--- src/rtl/tx_preamble_framer_pkg.sv ---
// Shared state encodings and default frame geometry for the TX chain and its bench.
package tx_preamble_framer_pkg;

  typedef enum logic [1:0] {
    ST_IDLE     = 2'd0,
    ST_PREAMBLE = 2'd1,
    ST_PAYLOAD  = 2'd2,
    ST_GAP      = 2'd3
  } tx_state_t;

  localparam int          DEF_PRE_LEN  = 16;
  localparam int          DEF_PAY_LEN  = 64;
  localparam int          DEF_GAP_LEN  = 4;
  localparam logic [31:0] DEF_PRE_WORD = 32'h0000F0F0;

  function automatic int max3(input int a, input int b, input int c);
    int m;
    m = (a > b) ? a : b;
    return (m > c) ? m : c;
  endfunction

endpackage

--- src/rtl/tx_preamble_framer_sym_counter.sv ---
// Loadable down-counter shared by all framer phases; stops at zero, flags terminal count.
module tx_sym_counter #(
  parameter int W = 8
) (
  input  logic         clock,
  input  logic         i_reset,
  input  logic         i_load,
  input  logic [W-1:0] i_load_val,
  input  logic         i_dec,
  output logic [W-1:0] o_count,
  output logic         o_tc
);

  logic [W-1:0] r_count;

  always_ff @(posedge clock or negedge i_reset) begin
    if (!i_reset) begin
      r_count <= '0;
    end else if (i_load) begin
      r_count <= i_load_val;
    end else if (i_dec && (r_count != '0)) begin
      r_count <= r_count - W'(1);
    end
  end

  assign o_count = r_count;
  assign o_tc    = (r_count == '0);

endmodule

--- src/rtl/tx_preamble_framer.sv ---
// Frames a preamble, fixed-length payload and silent gap onto a symbol-rate tick.
// state | meaning: IDLE wait/latch start | PREAMBLE send PRE_WORD MSB-first | PAYLOAD pass i_data | GAP silent slots, then o_done
module tx_preamble_framer
  import tx_preamble_framer_pkg::*;
#(
  parameter int          PRE_LEN  = DEF_PRE_LEN,
  parameter logic [31:0] PRE_WORD = DEF_PRE_WORD,
  parameter int          PAY_LEN  = DEF_PAY_LEN,
  parameter int          GAP_LEN  = DEF_GAP_LEN
) (
  input  logic clock,
  input  logic i_reset,
  input  logic i_enable,
  input  logic i_valid,
  input  logic i_start,
  input  logic i_data,
  input  logic i_data_valid,
  output logic o_data_ready,
  output logic o_symbol,
  output logic o_sym_valid,
  output logic o_busy,
  output logic o_done,
  output logic o_underrun
);

  localparam int CNT_W = $clog2(max3(PRE_LEN, PAY_LEN, GAP_LEN) + 1);
  localparam logic [CNT_W-1:0] LD_PRE = CNT_W'(PRE_LEN - 1);
  localparam logic [CNT_W-1:0] LD_PAY = CNT_W'(PAY_LEN - 1);
  localparam logic [CNT_W-1:0] LD_GAP = CNT_W'(GAP_LEN - 1);

  tx_state_t r_state, w_state_nxt;
  logic r_start_pend, w_start_pend_nxt;
  logic r_symbol, w_symbol_nxt;
  logic r_sym_valid, w_sym_valid_nxt;
  logic r_done, w_done_nxt;
  logic r_underrun, w_underrun_nxt;

  logic             w_tick;
  logic             w_load;
  logic             w_dec;
  logic             w_tc;
  logic             w_pre_bit;
  logic [CNT_W-1:0] w_load_val;
  logic [CNT_W-1:0] w_count;

  assign w_tick    = i_valid && i_enable;
  assign w_pre_bit = |(PRE_WORD & (32'd1 << w_count));

  tx_sym_counter #(.W(CNT_W)) u_cnt (
    .clock      (clock),
    .i_reset    (i_reset),
    .i_load     (w_load),
    .i_load_val (w_load_val),
    .i_dec      (w_dec),
    .o_count    (w_count),
    .o_tc       (w_tc)
  );

  always_ff @(posedge clock or negedge i_reset) begin
    if (!i_reset) begin
      r_state      <= ST_IDLE;
      r_start_pend <= 1'b0;
      r_symbol     <= 1'b0;
      r_sym_valid  <= 1'b0;
      r_done       <= 1'b0;
      r_underrun   <= 1'b0;
    end else begin
      r_state      <= w_state_nxt;
      r_start_pend <= w_start_pend_nxt;
      r_symbol     <= w_symbol_nxt;
      r_sym_valid  <= w_sym_valid_nxt;
      r_done       <= w_done_nxt;
      r_underrun   <= w_underrun_nxt;
    end
  end

  always_comb begin
    w_state_nxt      = r_state;
    w_start_pend_nxt = r_start_pend;
    w_symbol_nxt     = r_symbol;
    w_sym_valid_nxt  = 1'b0;
    w_done_nxt       = 1'b0;
    w_underrun_nxt   = r_underrun;
    w_load           = 1'b0;
    w_load_val       = '0;
    w_dec            = 1'b0;
    case (r_state)
      ST_IDLE: begin
        // A start is only latched here; any tick in this cycle is deliberately dropped.
        if (i_enable) begin
          if (r_start_pend) begin
            w_state_nxt      = ST_PREAMBLE;
            w_start_pend_nxt = 1'b0;
            w_load           = 1'b1;
            w_load_val       = LD_PRE;
          end else if (i_start) begin
            w_start_pend_nxt = 1'b1;
            w_underrun_nxt   = 1'b0;
          end
        end
      end
      ST_PREAMBLE: begin
        if (w_tick) begin
          w_symbol_nxt    = w_pre_bit;
          w_sym_valid_nxt = 1'b1;
          if (w_tc) begin
            w_state_nxt = ST_PAYLOAD;
            w_load      = 1'b1;
            w_load_val  = LD_PAY;
          end else begin
            w_dec = 1'b1;
          end
        end
      end
      ST_PAYLOAD: begin
        if (w_tick) begin
          w_symbol_nxt    = i_data_valid & i_data;
          w_sym_valid_nxt = 1'b1;
          if (!i_data_valid) w_underrun_nxt = 1'b1;
          if (w_tc) begin
            w_state_nxt = ST_GAP;
            w_load      = 1'b1;
            w_load_val  = LD_GAP;
          end else begin
            w_dec = 1'b1;
          end
        end
      end
      ST_GAP: begin
        if (w_tick) begin
          if (w_tc) begin
            w_state_nxt = ST_IDLE;
            w_done_nxt  = 1'b1;
          end else begin
            w_dec = 1'b1;
          end
        end
      end
      default: w_state_nxt = ST_IDLE;
    endcase
  end

  assign o_data_ready = (r_state == ST_PAYLOAD) && w_tick;
  assign o_symbol     = r_symbol;
  assign o_sym_valid  = r_sym_valid;
  assign o_busy       = (r_state != ST_IDLE);
  assign o_done       = r_done;
  assign o_underrun   = r_underrun;

endmodule

--- config.mk ---
export PLATFORM = sky130hd
export DESIGN_NAME = tx_preamble_framer
export DESIGN_NICKNAME = d
export VERILOG_FILES = /design/src/rtl/tx_preamble_framer_pkg.sv /design/src/rtl/tx_preamble_framer_sym_counter.sv /design/src/rtl/tx_preamble_framer.sv
export SDC_FILE = /design/constraint.sdc
export NUM_CORES = 1
export LEC_CHECK = 0
export BUFFER_PORTS_ARGS = -buffer_cell sky130_fd_sc_hd__buf_2
export CORE_ASPECT_RATIO = 1.2
export CORE_UTILIZATION = 59
export CTS_CLUSTER_DIAMETER = 200
export DETAILED_ROUTE_END_ITERATION = 10
export PLACE_DENSITY = 0.8
export SLEW_MARGIN = 5
export SYNTH_ARGS = -nofsm -noshare
export SYNTH_HDL_FRONTEND = slang
export SYNTH_HIERARCHICAL = 1
export SYNTH_SLANG_ARGS = --single-unit
--- constraint.sdc ---
create_clock -name clock -period 6.94 [get_ports clock]
set_input_delay 0.694 -clock clock [delete_from_list [all_inputs] [get_ports clock]]
set_output_delay 0.694 -clock clock [all_outputs]
set_load 0.05 [all_outputs]
==> flow_summary.ini, run 1 <==
[run_status]
outcome = finished clean

[routing]
detailedRoute.firstPassIterationCount = 4
avgRoutedWirePerCell_um = 15.1
num_vias = 850
drc = 0
detail-route-antenna-nets = 0
wl_um = 2040
first_iter_violations = 40
vias_per_cell = 6.30

[critical_path]
critical_path.startpoint_type = flop
worst_ep_arrival_time_ps = 2940
reg2reg_slack_ps = 4200
reg2regPathDepth = 8
critPathCaptureType = flop
path_class = reg2reg
critical_path.cell_chain = inv_1 > ha_1 > or3b_2 > nor2_1 > nor3_1 > or4b_1 > a311o_1 > a21oi_1
max_stage_delay_ps = 570
critical_path.max_fanout = 7
worstPathRequired_ps = 7140
crit_slowest_cell = sky130_fd_sc_hd__nor3_1

[hold_path]
worst_hold_path_type = in2async

[cts]
cts.htree.levels = 1
cts_resized = 0
ctsRootBufferMaster = sky130_fd_sc_hd__clkbuf_4
cts_sinks = 14
cts_setup_buffers = 0
numCtsBuffers = 3
cts_hold_buffers = 0
cts_tree = built
clockBufferDepth = 2
clk_pin_slew_ps = 90
insertion_delay_ps = 280

[synthesis]
yosys.cell_count.top_type = sky130_fd_sc_hd__dfrtp_1
postSynthCellCount = 105
mux_contribution_to_synthesized_area_pct = 1.57
post_synth_fa_ha_maj_area_fraction_pct = 6.53
synthDistinctLibCells = 40
synth-seq-cells = 14
synth_common_cells = sky130_fd_sc_hd__dfrtp_1, sky130_fd_sc_hd__a21oi_1, sky130_fd_sc_hd__nand2_1, sky130_fd_sc_hd__inv_1, sky130_fd_sc_hd__nor2_1
synth_top_area_share_pct = 36.6
synth_simple_gate_area_share_pct = 25.6
ys_seq_area_share_pct = 36.6
post_synth_instance_area_sq_um = 958
async_flop_share_pct = 100
avgSynthCellArea_sq_um = 9.13
synth_fp_nets = 117
synth.yosys.warnings = 6
synth_top_family_by_area = simple AND/OR/NAND/NOR gates
post_synth_edffs = 0
synth_compound_area_share_pct = 22.7
ys_top_cells_by_area = sky130_fd_sc_hd__dfrtp_1, sky130_fd_sc_hd__ha_1, sky130_fd_sc_hd__a21oi_1
synth-main-ff-cell = sky130_fd_sc_hd__dfrtp_1
synth_top_cell_by_area = sky130_fd_sc_hd__dfrtp_1
synth_xor_area_share_pct = 0

[job]
cap_violations = 0

[placed_design]
placement.io_buffers = 12
post-dp-hpwl_um = 1490
routabilityCongestion = 0.844
placed_cells = 131

[floorplanning]
floorplan.core_area_sq_um = 1480
core.rowCount = 15
floorplan.io_pins = 13
initial_utilization_pct = 64.6
design.die.area_sq_um = 1790
dieWidth_um = 38.8
die_y_um = 46.2

[pwr]
ir_worst_vdd_mv = 0.220
p_leak_nw = 0.484
power_uw = 488
power.density_cell_area_nw_per_um2 = 466

[global_routing]
overflow = 0
grt_max_degree = 17
first_global_vias = 743
grt.total_usage_pct = 25.0
first_pass_grt_wire_length_um = 3080
grt_antenna_before_repair = 0

[timing]
max-slew-margin-rel_pct = 55.6
final.period_utilization_pct = 39.5
timing.final.max_slew_violations = 0
max_slew.worst_pin.slew_ps = 661
rsz0062_at_grt = no
final_setup_viols = 0
setup_total_negative_slack_ps = 0
finClkSkew_ps = 5.92
achievable-frequency_mhz = 365
fin_crit_ps = 2740
final_hold_viol_count = 0

[finish]
number_of_filler_cells_placed_in_the_layout = 122
num-nets-final = 131
drive_gt1_share_pct = 22.0
antennaDiodeCount = 0
areaGrowthSynthToFinish_pct = 9.14
layout.cells.non_filler = 135
## stage by stage
step                      util (%)  setup slack (ps)  hold slack [ps]  cell area [sq um]
after global routing          70.5              4060              310               1050
final                         70.5              4200              289               1050
after detailed placement      68.1              4270              527               1010
after global placement        68.1              4380              516               1010
after floorplan                  -              4370              398                958
after CTS                     70.5              4240              284               1050
## registers in the layout, indices dropped and copies added, names as in the netlist
| name | cells |
|---|---|
| o_done | 1 |
| o_sym_valid | 1 |
| o_symbol | 1 |
| o_underrun | 1 |
| r_start_pend | 1 |
| r_state | 2 |
| u_cnt/o_count | 7 |
## area by class of cell
class | count | area, sq um | share of cell area (%)
Multi-Input combinational cell | 80 | 544 | 52.0
Clock buffer | 4 | 36.3 | 3.47
Sequential cell | 14 | 350 | 33.5
Tap cell | 17 | 21.3 | 2.03
Inverter | 7 | 26.3 | 2.51
Timing Repair Buffer | 13 | 67.6 | 6.46
## worst max-delay path, delay by kind of cell (launching register included)
family / cells / cell delay (ps)
fa+ha+maj: 1 / 280
flops: 1 / 410
simple gates: 4 / 1420
compound gates: 2 / 470
buf+inv: 1 / 80
## per-layer routing
layer / up-vias / wire [um] / GRT usage (%)
met1: 404 / 869 / 29.2
met2: 32 / 1030 / 44.0
met3: 4 / 108 / 2.90
li1: 410 / - / -
met4: 0 / 28 / 12.4
met5: - / 0 / 0
## layout by cell type, fill, tap and decap left out, drive strengths merged, types with 2 or more instances in the layout
cell type and instances:
a311o 2, nor3 4, nand2 10, and3 3
o31ai 2, nand3 3, a41oi 2, ha 5
nand2b 4, nor2 6, a21oi 10, dfrtp 14
buf 13, o21ai 2, clkbuf 4, nor2b 4
nor4 2, inv 7
## worst paths after layout
kind / start / to
setup / recovery: u_cnt/o_count[0] / u_cnt/o_count[3]
hold / removal: i_reset / o_symbol
setup reg to reg: u_cnt/o_count[0] / u_cnt/o_count[3]
hold reg to reg: o_underrun / o_underrun
max in group asynchronous: i_reset / o_done
min in group clock: o_underrun / o_underrun
## power breakdown
part | total [mW] | internal (mW) | leakage [nW] | switching [mW]
clock | 0.0586 | 0.0319 | 0.0210 | 0.0267
combinational | 0.275 | 0.111 | 0.287 | 0.164
sequential | 0.154 | 0.117 | 0.176 | 0.0369
## cell families after synthesis
| group | Yosys count |
|---|---|
| AND/OR/NAND/NOR | 44 |
| flip-flops | 14 |
| buffers and inverters | 11 |
| multiplexers | 1 |
| AO/OA/AOI/OAI | 29 |
| other | 1 |
| adder cells (fa/ha/maj) | 5 |
No activity file was read; power rests on OpenSTA's default activity.
==> run 2, diff against run 1 <==
--- a/config.mk
+++ b/config.mk
@@ -7,10 +7,10 @@
 export LEC_CHECK = 0
 export BUFFER_PORTS_ARGS = -buffer_cell sky130_fd_sc_hd__buf_2
 export CORE_ASPECT_RATIO = 1.2
-export CORE_UTILIZATION = 59
+export CORE_UTILIZATION = 55
 export CTS_CLUSTER_DIAMETER = 200
 export DETAILED_ROUTE_END_ITERATION = 10
-export PLACE_DENSITY = 0.8
+export PLACE_DENSITY = 0.76
 export SLEW_MARGIN = 5
 export SYNTH_ARGS = -nofsm -noshare
 export SYNTH_HDL_FRONTEND = slang
==> constraint.sdc (replaced) <==
create_clock -name clock -period 2.9 [get_ports clock]
set_input_delay 0.29 -clock clock [delete_from_list [all_inputs] [get_ports clock]]
set_output_delay 0.29 -clock clock [all_outputs]
set_load 0.05 [all_outputs]
==> run 2 against run 1 <==
  * Maximum frequency up 3.2%
  * Total power up 130%
  * Combinational power up 140%
  * Design area up 0.48%
  * Clock-buffer cell count down 1
  * Sequential share of layout area down 0.16 points
  * Clock skew down 1.3 ps
  * Critical path type unchanged
==> flow_summary.ini, run 2 (synthesized netlist as in run 1, its figures left out) <==
[run_status]
outcome = finished clean

[cts]
cts_sinks = 14
cts_hold_buffers = 1
cts.htree.levels = 1
cts_tree = built
cts_setup_buffers = 0
clk_pin_slew_ps = 80
ctsRootBufferMaster = sky130_fd_sc_hd__clkbuf_4
insertion_delay_ps = 270
cts_resized = 0
clockBufferDepth = 2
numCtsBuffers = 3

[global_routing]
first_pass_grt_wire_length_um = 3240
first_global_vias = 780
grt.total_usage_pct = 25.4
overflow = 0
grt_antenna_before_repair = 0
grt_max_degree = 17

[timing]
timing.final.max_slew_violations = 0
finClkSkew_ps = 4.67
final.period_utilization_pct = 91.5
holdWs_ps = 291
max-slew-margin-rel_pct = 65.1
fin_crit_ps = 2650
rsz0062_at_grt = no
achievable-frequency_mhz = 377
setup_total_negative_slack_ps = 0
max_slew.worst_pin.slew_ps = 520
final_hold_viol_count = 0
final_setup_viols = 0

[floorplanning]
design.die.area_sq_um = 1910
core.rowCount = 16
floorplan.io_pins = 13
initial_utilization_pct = 58.4
die_y_um = 47.7
dieWidth_um = 40.1
floorplan.core_area_sq_um = 1640

[routing]
drc = 0
detailedRoute.firstPassIterationCount = 4
wl_um = 2040
first_iter_violations = 20
num_vias = 851
vias_per_cell = 6.21
detail-route-antenna-nets = 0
avgRoutedWirePerCell_um = 14.9

[finish]
largest_register_ff_count = 7
layout.cells.most_common_list = sky130_fd_sc_hd__dfrtp_1, sky130_fd_sc_hd__buf_2, sky130_fd_sc_hd__a21oi_1, sky130_fd_sc_hd__nand2_1, sky130_fd_sc_hd__inv_1
areaGrowthSynthToFinish_pct = 9.66
num-nets-final = 133
final_common_cell = sky130_fd_sc_hd__dfrtp_1
drive_gt1_share_pct = 21.8
number_of_filler_cells_placed_in_the_layout = 146
antennaDiodeCount = 0

[pwr]
ir_worst_vdd_mv = 0.487
p_leak_nw = 0.486
power.density_cell_area_nw_per_um2 = 1070

[critical_path]
path_class = reg2reg
critical_path.max_fanout = 16
critical_path.startpoint_type = flop
worstPathRequired_ps = 3070
critPathCaptureType = flop
worst_ep_arrival_time_ps = 2820

[job]
cap_violations = 0

[hold_path]
worst_hold_path_type = in2reg

[placed_design]
post-dp-hpwl_um = 1470
placement.io_buffers = 12
routabilityCongestion = 0.858
## run 2: cell count changes in the layout (fill, tap and decap cells not counted)
cell	delta
sky130_fd_sc_hd__buf_4	+1
sky130_fd_sc_hd__clkbuf_8	-1
sky130_fd_sc_hd__dlygate4sd3_1	+1
## run 2: routing by layer
metal	up-vias	GRT usage, %	wire length [um]
li1	417	-	-
met1	403	30.2	850
met2	26	45.2	1050
met3	5	2.79	94
met4	0	11.0	38
met5	-	0	0
## run 2: final timing paths
check / startpoint / endpoint / slack (ps) / cells past startpoint
max: u_cnt/o_count[1] / u_cnt/o_count[5] / 250 / 11
min: i_data_valid / o_underrun / 290 / 3
max reg2reg: u_cnt/o_count[1] / u_cnt/o_count[5] / 250 / 11
min reg2reg: o_underrun / o_underrun / 550 / 2
max in group asynchronous: i_reset / u_cnt/o_count[1] / 2180 / 2
min in group asynchronous: i_reset / r_start_pend / 460 / 2
## run 2: power by group
group / internal [mW] / total, mW / switching, mW
sequential: 0.280 / 0.368 / 0.0883
combinational: 0.268 / 0.648 / 0.380
clock: 0.0481 / 0.108 / 0.0599
total: 0.596 / 1.12 / 0.528
## run 2: worst max-delay path, stage by stage, from the launching register on
cell and delay (ps):
sky130_fd_sc_hd__dfrtp_1 410, sky130_fd_sc_hd__inv_1 110, sky130_fd_sc_hd__ha_1 280, sky130_fd_sc_hd__or3b_2 500
sky130_fd_sc_hd__nor2_1 150, sky130_fd_sc_hd__and3_4 230, sky130_fd_sc_hd__nand2_1 60, sky130_fd_sc_hd__a21oi_1 140
sky130_fd_sc_hd__buf_4 210, sky130_fd_sc_hd__nand2b_1 130, sky130_fd_sc_hd__a41oi_1 40, sky130_fd_sc_hd__a221o_1 270
## run 2: cell type report
cell class	count	area (sq um)	area share [%]
multi-input cells	80	544	51.8
flip-flops and latches	14	350	33.3
repair buffers	15	85.1	8.10
inverters	7	26.3	2.50
clock buffers	3	22.5	2.14
well taps	18	22.5	2.14
## run 2: per-stage QoR
stage	utilization, %	area [sq um]	total power, mW	worst slack, ps	std cells
3_3_place_gp	62.0	1020	1.00	356	133
3_5_place_dp	62.0	1020	1.01	284	133
6_report	64.0	1050	1.12	247	137
4_1_cts	64.0	1050	1.13	252	137
5_1_grt	64.0	1050	1.22	19.2	137
2_1_floorplan	-	958	0.884	331	105
==> run 3, diff against run 2 <==
--- a/config.mk
+++ b/config.mk
@@ -7,10 +7,12 @@
 export LEC_CHECK = 0
 export BUFFER_PORTS_ARGS = -buffer_cell sky130_fd_sc_hd__buf_2
 export CORE_ASPECT_RATIO = 1.2
-export CORE_UTILIZATION = 55
+export CORE_MARGIN = 2
+export CORE_UTILIZATION = 50
 export CTS_CLUSTER_DIAMETER = 200
 export DETAILED_ROUTE_END_ITERATION = 10
-export PLACE_DENSITY = 0.76
+export PLACE_DENSITY = 0.73
+export SKIP_CTS_REPAIR_TIMING = 1
 export SLEW_MARGIN = 5
 export SYNTH_ARGS = -nofsm -noshare
 export SYNTH_HDL_FRONTEND = slang
==> constraint.sdc (replaced) <==
create_clock -name clock -period 2.2 [get_ports clock]
set_input_delay 0.22 -clock clock [delete_from_list [all_inputs] [get_ports clock]]
set_output_delay 0.22 -clock clock [all_outputs]
set_load 0.05 [all_outputs]
==> run 3 against run 2 <==
  * Clock skew increased by 2.4 ps
  * Total power increased by 55%
  * Flip-flop and latch count unchanged
  * Global-route usage decreased by 3.2 points
  * Critical path depth decreased by 1
  * First-iteration DRC count unchanged
  * Maximum frequency increased by 22%
  * Cell count increased by 9.5%
  * Worst setup slack got worse by 220 ps
  * Sequential share of layout area decreased by 4.2 points
  * Critical path type unchanged
==> flow_summary.ini, run 3 (synthesized netlist as in run 1, its figures left out) <==
[finish]
antennaDiodeCount = 0
areaGrowthSynthToFinish_pct = 25.5
largest_register_ff_count = 7
drive_gt1_share_pct = 35.1
num-nets-final = 144
final_common_cell = sky130_fd_sc_hd__dfrtp_1
layout.cells.most_common_list = sky130_fd_sc_hd__dfrtp_1, sky130_fd_sc_hd__buf_4, sky130_fd_sc_hd__buf_2

[hold_path]
timing.hold.worst_endpoint = o_underrun
worst_hold_path_stage_count = 3
hold_path_start = i_data_valid
worst_hold_path_type = in2reg

[critical_path]
crit_slowest_cell = sky130_fd_sc_hd__dfrtp_1
r2r_start = u_cnt/o_count[0]
worstPathRequired_ps = 2370
worst_ep_arrival_time_ps = 2350
critical_path.cell_chain = inv_2 > ha_4 > or3b_4 > nor2_4 > and3_4 > nand2_4 > a21oi_4 > buf_4 > nor3_1 > a221o_1
critical_path.startpoint_type = flop
path_class = reg2reg
r2r-end = u_cnt/o_count[5]
critical_path.max_fanout = 4
reg2regPathDepth = 10
reg2reg_slack_ps = 20
critPathCaptureType = flop
max_stage_delay_ps = 440

[routing]
drc = 0
avgRoutedWirePerCell_um = 14.8
detail-route-antenna-nets = 0
vias_per_cell = 5.97
wl_um = 2220
num_vias = 896
first_iter_violations = 20
detailedRoute.firstPassIterationCount = 4

[global_routing]
globalRouteMet1Util_pct = 24.8
grt_antenna_before_repair = 0
first_pass_grt_wire_length_um = 3740
met2_usage_in_global_routing_pct = 39.5
global_route.usage.met3_pct = 4.51
grt.total_usage_pct = 22.2
first_global_vias = 889
gr-max-usage-layer = met2
grt_max_degree = 15
overflow = 0

[cts]
insertion_delay_ps = 280
numCtsBuffers = 3
cts_sinks = 14
clockBufferDepth = 2
cts.htree.levels = 1
clk_pin_slew_ps = 90
ctsRootBufferMaster = sky130_fd_sc_hd__clkbuf_4
cts_tree = built

[timing]
finClkSkew_ps = 7.12
max-slew-margin-rel_pct = 63.1
final_hold_viol_count = 0
final_setup_viols = 0
max_slew.worst_pin.slew_ps = 549
fin_crit_ps = 2180
holdWs_ps = 199
achievable-frequency_mhz = 459
rsz0062_at_grt = yes
final.period_utilization_pct = 99.0
timing.final.max_slew_violations = 0

[run_status]
outcome = finished clean

[placed_design]
placement.io_buffers = 12
post-dp-hpwl_um = 1670
routabilityCongestion = 0.864

[floorplanning]
initial_utilization_pct = 52.4
core.rowCount = 17
design.die.area_sq_um = 2280
floorplan.io_pins = 13
die_y_um = 52.0
dieWidth_um = 44.0
floorplan.core_area_sq_um = 1830

[pwr]
power.density_cell_area_nw_per_um2 = 1450
p_leak_nw = 0.563
power_mw = 1.74
ir_worst_vdd_mv = 0.745

[job]
cap_violations = 0
## run 3: how the worst max path moves through the flow
stage                startpoint               end  depth (start not counted)
5_1_grt        u_cnt/o_count[0]  u_cnt/o_count[0]                         11
4_1_cts        u_cnt/o_count[0]  u_cnt/o_count[5]                         10
6_report       u_cnt/o_count[0]  u_cnt/o_count[5]                         10
2_1_floorplan  u_cnt/o_count[1]  u_cnt/o_count[5]                         11
3_5_place_dp   u_cnt/o_count[0]  u_cnt/o_count[5]                         10
3_3_place_gp   u_cnt/o_count[0]  u_cnt/o_count[5]                         10
## run 3: final cells by class
| cell class | instances | area, sq um |
|---|---|---|
| fill | 158 | 627 |
| multi-input combinational | 80 | 598 |
| sequential | 14 | 350 |
| timing repair buffer | 26 | 168 |
| clock buffer | 4 | 36.3 |
| inverter | 7 | 26.3 |
| tap | 19 | 23.8 |
## run 3: where the power goes
group	switching, mW	total [mW]	internal [mW]	leakage, nW
logic	0.599	1.07	0.474	0.366
registers	0.110	0.479	0.369	0.176
clock network	0.0860	0.187	0.101	0.0210
## run 3: worst max-delay path, delay by kind of cell (launching register included)
kind,cells,cell delay (ps)
AND/OR/NAND/NOR,5,800
AO/OA/AOI/OAI,2,470
flip-flops,1,440
buffers and inverters,2,230
adder cells (fa/ha/maj),1,120
## run 3: through the flow
| stage | cell area, sq um | TNS, ps | util, % | instances | worst slack [ps] |
|---|---|---|---|---|---|
| 2_1_floorplan | 1010 | 0 | - | 105 | 2.76 |
| 3_3_place_gp | 1120 | 0 | 61.1 | 141 | 44.7 |
| 3_5_place_dp | 1120 | 0 | 61.1 | 141 | 14.1 |
| 4_1_cts | 1150 | -16.3 | 63.1 | 145 | -16.3 |
| 5_1_grt | 1200 | -172 | 65.7 | 150 | -46.5 |
| 6_report | 1200 | 0 | 65.7 | 150 | 22.2 |
## run 3: routing by layer
layer / up-vias / wire length [um] / part of all wire (%)
met3: 8 / 62 / 2.8
met2: 19 / 1180 / 53
met5: - / 0 / 0
li1: 439 / - / -
met4: 0 / 44 / 2.0
met1: 430 / 934 / 42
